File: config.mk
export PLATFORM = sky130hd
export DESIGN_NAME = flat_buffer_snapshot
export DESIGN_NICKNAME = d
export VERILOG_FILES = /design/src/rtl/flat_buffer_snapshot.sv
export SDC_FILE = /design/constraint.sdc
export NUM_CORES = 2
export LEC_CHECK = 0
export ABC_AREA = 1
export CAP_MARGIN = 20
export CORE_AREA = 2 2 312 314
export CTS_BUF_LIST = sky130_fd_sc_hd__clkbuf_16
export CTS_CLUSTER_SIZE = 20
export DETAILED_ROUTE_END_ITERATION = 16
export DIE_AREA = 0 0 314 316
export PLACE_DENSITY = 0.69
export RECOVER_POWER = 50
export SYNTH_ARGS = -nofsm -noshare
export SYNTH_HDL_FRONTEND = slang
export SYNTH_SLANG_ARGS = --single-unit
File: constraint.sdc
create_clock -name clk -period 3.4 [get_ports clk]
set_input_delay 0.68 -clock clk [delete_from_list [all_inputs] [get_ports clk]]
set_output_delay 0.68 -clock clk [all_outputs]
set_load 0.1 [all_outputs]
File: src/rtl/flat_buffer_snapshot.sv
// Arm/trigger snapshot of a multi-channel tap buffer, drained one word per
// accepted handshake in channel-fastest, newest-tap-first order.
module flat_buffer_snapshot #(
   parameter int unsigned numChannels = 16,
   parameter int unsigned bitwidth    = 8,
   parameter int unsigned depth       = 5
) (
   input  logic                                        clk,
   input  logic                                        rst,
   input  logic signed [bitwidth-1:0]                  buffer [numChannels-1:0][depth:0],
   input  logic                                        arm,
   input  logic                                        trigger,
   output logic signed [bitwidth-1:0]                  out_data,
   output logic                                        out_valid,
   input  logic                                        out_ready,
   output logic                                        out_last,
   output logic [$clog2(numChannels*(depth+1))-1:0]    out_idx,
   output logic                                        armed,
   output logic [7:0]                                  missed
);

   localparam int unsigned N     = numChannels * (depth + 1);
   localparam int unsigned IDX_W = $clog2(N);
   localparam int unsigned CH_W  = (numChannels > 1) ? $clog2(numChannels) : 1;
   localparam int unsigned TAP_W = (depth > 0) ? $clog2(depth + 1) : 1;

   typedef enum logic [1:0] {
      S_IDLE  = 2'd0,
      S_ARMED = 2'd1,
      S_DRAIN = 2'd2
   } state_t;

   state_t                     state, state_nxt;
   logic [IDX_W-1:0]           count, count_nxt;
   logic [CH_W-1:0]            ch, ch_nxt;
   logic [TAP_W-1:0]           tap, tap_nxt;
   logic [7:0]                 missed_nxt;
   logic signed [bitwidth-1:0] snap     [numChannels-1:0][depth:0];
   logic signed [bitwidth-1:0] snap_nxt [numChannels-1:0][depth:0];
   logic signed [bitwidth-1:0] data_nxt;
   logic                       valid_nxt, last_nxt, armed_nxt;
   logic [IDX_W-1:0]           idx_nxt;

   // State register; all outputs are registered from their next-state values
   always_ff @(posedge clk) begin
      if (rst) begin
         state     <= S_IDLE;
         count     <= '0;
         ch        <= '0;
         tap       <= '0;
         missed    <= '0;
         out_data  <= '0;
         out_valid <= 1'b0;
         out_last  <= 1'b0;
         out_idx   <= '0;
         armed     <= 1'b0;
         for (int c = 0; c < int'(numChannels); c++) begin
            for (int d = 0; d <= int'(depth); d++) begin
               snap[c][d] <= '0;
            end
         end
      end else begin
         state     <= state_nxt;
         count     <= count_nxt;
         ch        <= ch_nxt;
         tap       <= tap_nxt;
         missed    <= missed_nxt;
         out_data  <= data_nxt;
         out_valid <= valid_nxt;
         out_last  <= last_nxt;
         out_idx   <= idx_nxt;
         armed     <= armed_nxt;
         snap      <= snap_nxt;
      end
   end

   // Next-state, counters and next output values
   always_comb begin
      state_nxt  = state;
      count_nxt  = count;
      ch_nxt     = ch;
      tap_nxt    = tap;
      snap_nxt   = snap;
      missed_nxt = missed;

      // Any trigger that does not cause a capture is counted as missed
      if (trigger && (state != S_ARMED) && (missed != 8'hFF)) begin
         missed_nxt = missed + 8'd1;
      end

      case (state)
         S_IDLE: begin
            if (arm) begin
               state_nxt = S_ARMED;
            end
         end
         S_ARMED: begin
            if (trigger) begin
               state_nxt = S_DRAIN;
               snap_nxt  = buffer;
               count_nxt = '0;
               ch_nxt    = '0;
               tap_nxt   = '0;
            end
         end
         S_DRAIN: begin
            if (out_ready) begin
               if (count == IDX_W'(N - 1)) begin
                  state_nxt = S_IDLE;
                  count_nxt = '0;
                  ch_nxt    = '0;
                  tap_nxt   = '0;
               end else begin
                  count_nxt = count + IDX_W'(1);
                  if (ch == CH_W'(numChannels - 1)) begin
                     ch_nxt  = '0;
                     tap_nxt = tap + TAP_W'(1);
                  end else begin
                     ch_nxt = ch + CH_W'(1);
                  end
               end
            end
         end
         default: begin
            state_nxt = S_IDLE;
         end
      endcase

      valid_nxt = (state_nxt == S_DRAIN);
      armed_nxt = (state_nxt == S_ARMED);
      data_nxt  = '0;
      idx_nxt   = '0;
      last_nxt  = 1'b0;
      if (valid_nxt) begin
         data_nxt = snap_nxt[ch_nxt][tap_nxt];
         idx_nxt  = count_nxt;
         last_nxt = (count_nxt == IDX_W'(N - 1));
      end
   end

endmodule

==> qor.csv <==
stage,metric,value,unit
global_route,grt_antenna_before_repair,53,
worst_setup_path,critical_path.max_fanout,33,
worst_setup_path,end_kind,register,
synth,syn-cell-area,37500,um^2
floorplanning,rows,114,
worst_setup_path,rrSetupSlack,0.15,ns
final_layout,area_growth,37.8,%
clock_tree,clk_pin_slew,0.06,ns
clock_tree,numClockSinks,810,
worst_setup_path,worstReg2RegStart,state[0],
timing,fmax,0.308,GHz
clock_tree,insertion_delay,0.69,ns
final_layout,final_util,0.539,
final_layout,multi_input_area,18000,um^2
global_route,grt_max_degree,123,
timing,tightest_slew,1.22,ns
clock_tree,root_buffer,clkbuf_16,
hold_path,hp-start,rst,
route,drc,0,
clock_tree,cts-hold-fix-buffers,0,
route,firstDrtPassIters,6,
route,ant_nets,0,
global_route,grt_overflow,0,
synth,synthMostInstantiatedCell,nor2_1,
final_layout,drive_above_1_share,0.0801,
clock_tree,cts_tree,done,
synth,syn_area_per_cell,7.36,um^2
worst_setup_path,start_kind,register,
synth,synth.distinct_cells,35,
place,place_ws,-0.609,ns
floorplanning,die_h,316,um
synth,syn-num-nets,5880,
worst_setup_path,crit_required,4.00,ns
worst_setup_path,critPathKind,register to register,
pwr,powerDensity,496,nW/um^2
timing,worst_slack,0.149,ns
synth,synthTopCellsByArea,"dfxtp_1, mux2i_1, nand3_1",
clock_tree,cts_buffers,90,
synth,synth_edf_count,0,
outcome,outcome,"complete, no violations",
timing,finalClockSkew,0.0209,ns
clock_tree,clock_path_buffers,3,
timing,grt_setup_unrepaired,true,
route,num_vias,38000,
place,io_buffers,798,
floorplanning,core,96000,um^2
timing,report.final.setup_viol,0,
route,post_drt_wl_per_cell,21.1,um
timing,fin_crit_sh,0.956,
timing,finalMaxSlewViolations,0,
synth,synthTopCellsByCount,"nor2_1, dfxtp_1, nand2_1",
floorplanning,dieArea,99200,um^2
clock_tree,htree_levels,3,
place,dp_hpwl,116000,um
worst_setup_path,crit_start,state[0],
route,drtIter0Drc,3816,
hold_path,hp-class,input port to register,
pwr,peakVddDrop,357,uV
synth,yosys_warnings,0,
synth,synth_top_area_frac,0.432,
synth,synth_area_leader_cell,dfxtp_1,
worst_setup_path,crit_arrival,3.85,ns
pwr,p_total,25.7,mW
clock_tree,cts_setup_buffers,0,
global_route,grt_use_total,0.299,
global_route,grt_pass1_vias,36300,
floorplanning,initial_core_util,0.391,
final_layout,nFillCells,9106,
synth,synth-main-ff-cell,dfxtp_1,
run,max_cap_viol_count,0,
synth,synth-seq-cells,810,
synth,ys_seq_area_frac,0.432,
global_route,grt_pass1_wl,224000,um
route,viasPerCell,5.18,
timing,finalSetupTns,0,ns
route,wirelength,155000,um
timing,final.min_clock_period,3.25,ns
synth,syn_inst,5099,
timing,max_slew_margin,0.192,
timing,final-hold-violation-count,0,
floorplanning,ioPinCount,799,
floorplanning,die_w,314,um
timing,whs,0.415,ns
place,place.gp.congestion,0.931,
synth,synthArstFlopShare,0,
final_layout,final-seq-area,16200,um^2
pwr,p_leak,25.5,nW
final_layout,nNetsFinal,6739,
[final timing paths]
check / cells after the start / endpoint
worst max-delay path: 18 / out_data[6]
worst max register to register: 18 / out_data[6]
worst min-delay path: 2 / snap[667]
worst min register to register: 2 / snap[508]
[power breakdown]
| group | internal [mW] | leakage [nW] | total, mW | switching (mW) |
|---|---|---|---|---|
| registers | 10.2 | 6.58 | 10.4 | 0.181 |
| clock network | 5.66 | 1.51 | 9.84 | 4.18 |
| logic | 2.49 | 17.4 | 5.46 | 2.97 |
| total | 18.3 | 25.5 | 25.7 | 7.33 |
[what timing repair did]
| item | in CTS | in global routing |
|---|---|---|
| endpoints found under the setup margin | 5 | 6 |
| gates cloned | 0 | 1 |
| resized for setup | 2 | 10 |
[layer usage]
layer	global-route usage	part of all wire
met1	0.374	0.41
met2	0.479	0.46
met3	0.0608	0.078
met4	0.176	0.059
met5	0	0.0016
[registers in the layout, summed over array words and instances (netlist names)]
name / flops
ch: 4
tap: 3
armed: 1
missed: 8
out_valid: 1
count: 7
out_data: 8
snap: 768
state: 2
out_idx: 7
out_last: 1
[cell families after synthesis]
kind of cell | count (synthesis) | synth area share
and+or+nand+nor | 2478 | 0.276
buffers and inverters | 813 | 0.0922
DFF | 810 | 0.432
AOI/OAI and AO/OA | 537 | 0.0766
muxes | 449 | 0.120
adders and majority gates | 8 | 0.00267
xor gates and xnor gates | 4 | 0.000934
[critical path, stage by stage, from the launching register on]
cell and delay [ns]:
dfxtp_1 0.37, inv_1 0.09, ha_1 0.32, buf_4 0.16, nand2_2 0.12, o21ai_0 0.19
buf_4 0.15, nand2_4 0.10, inv_6 0.10, buf_12 0.22, buf_16 0.24, nand3_1 0.20
nand3_1 0.19, nand3_1 0.19, nand3_1 0.13, nand3_1 0.09, nand2_1 0.10, nand2_1 0.05
a21oi_1 0.12
[layout make-up]
cell class	count	area share
Timing Repair Buffer	1157	0.219
Tap cell	1276	0.0309
Clock buffer	92	0.0445
Antenna cell	32	0.00155
Clock inverter	73	0.0119
Inverter	423	0.0310
Sequential cell	810	0.314
Multi-Input combinational cell	3476	0.348
[cell usage in the layout, fill, tap and decap left out, drive strengths merged]
cell	Yosys	final
nor2	872	872
dfxtp	810	810
nand2	805	805
nand3	787	787
clkdlybuf4s50	0	776
mux2i	449	449
inv	422	447
o21ai	428	428
buf	186	321
clkbuf	204	152
o211ai	65	65
a21oi	39	39
clkinv	1	36
diode	0	32
bufinv	0	10
ha	8	8
or2	5	5
nor3	4	4
xor2	3	3
a22oi	3	3
clkinvlp	0	3
nand4	2	2
nor4	2	2
o311ai	1	1
xnor2	1	1
a32oi	1	1
nand3b	1	1
[metrics by stage]
step | cells | cell area, um^2
floorplan | 5099 | 37500
global route | 7334 | 51700
CTS | 7306 | 51800
global placement | 7141 | 48900
detailed placement | 7141 | 48900
finish | 7339 | 51700
Power figures use the tool's default switching activity.
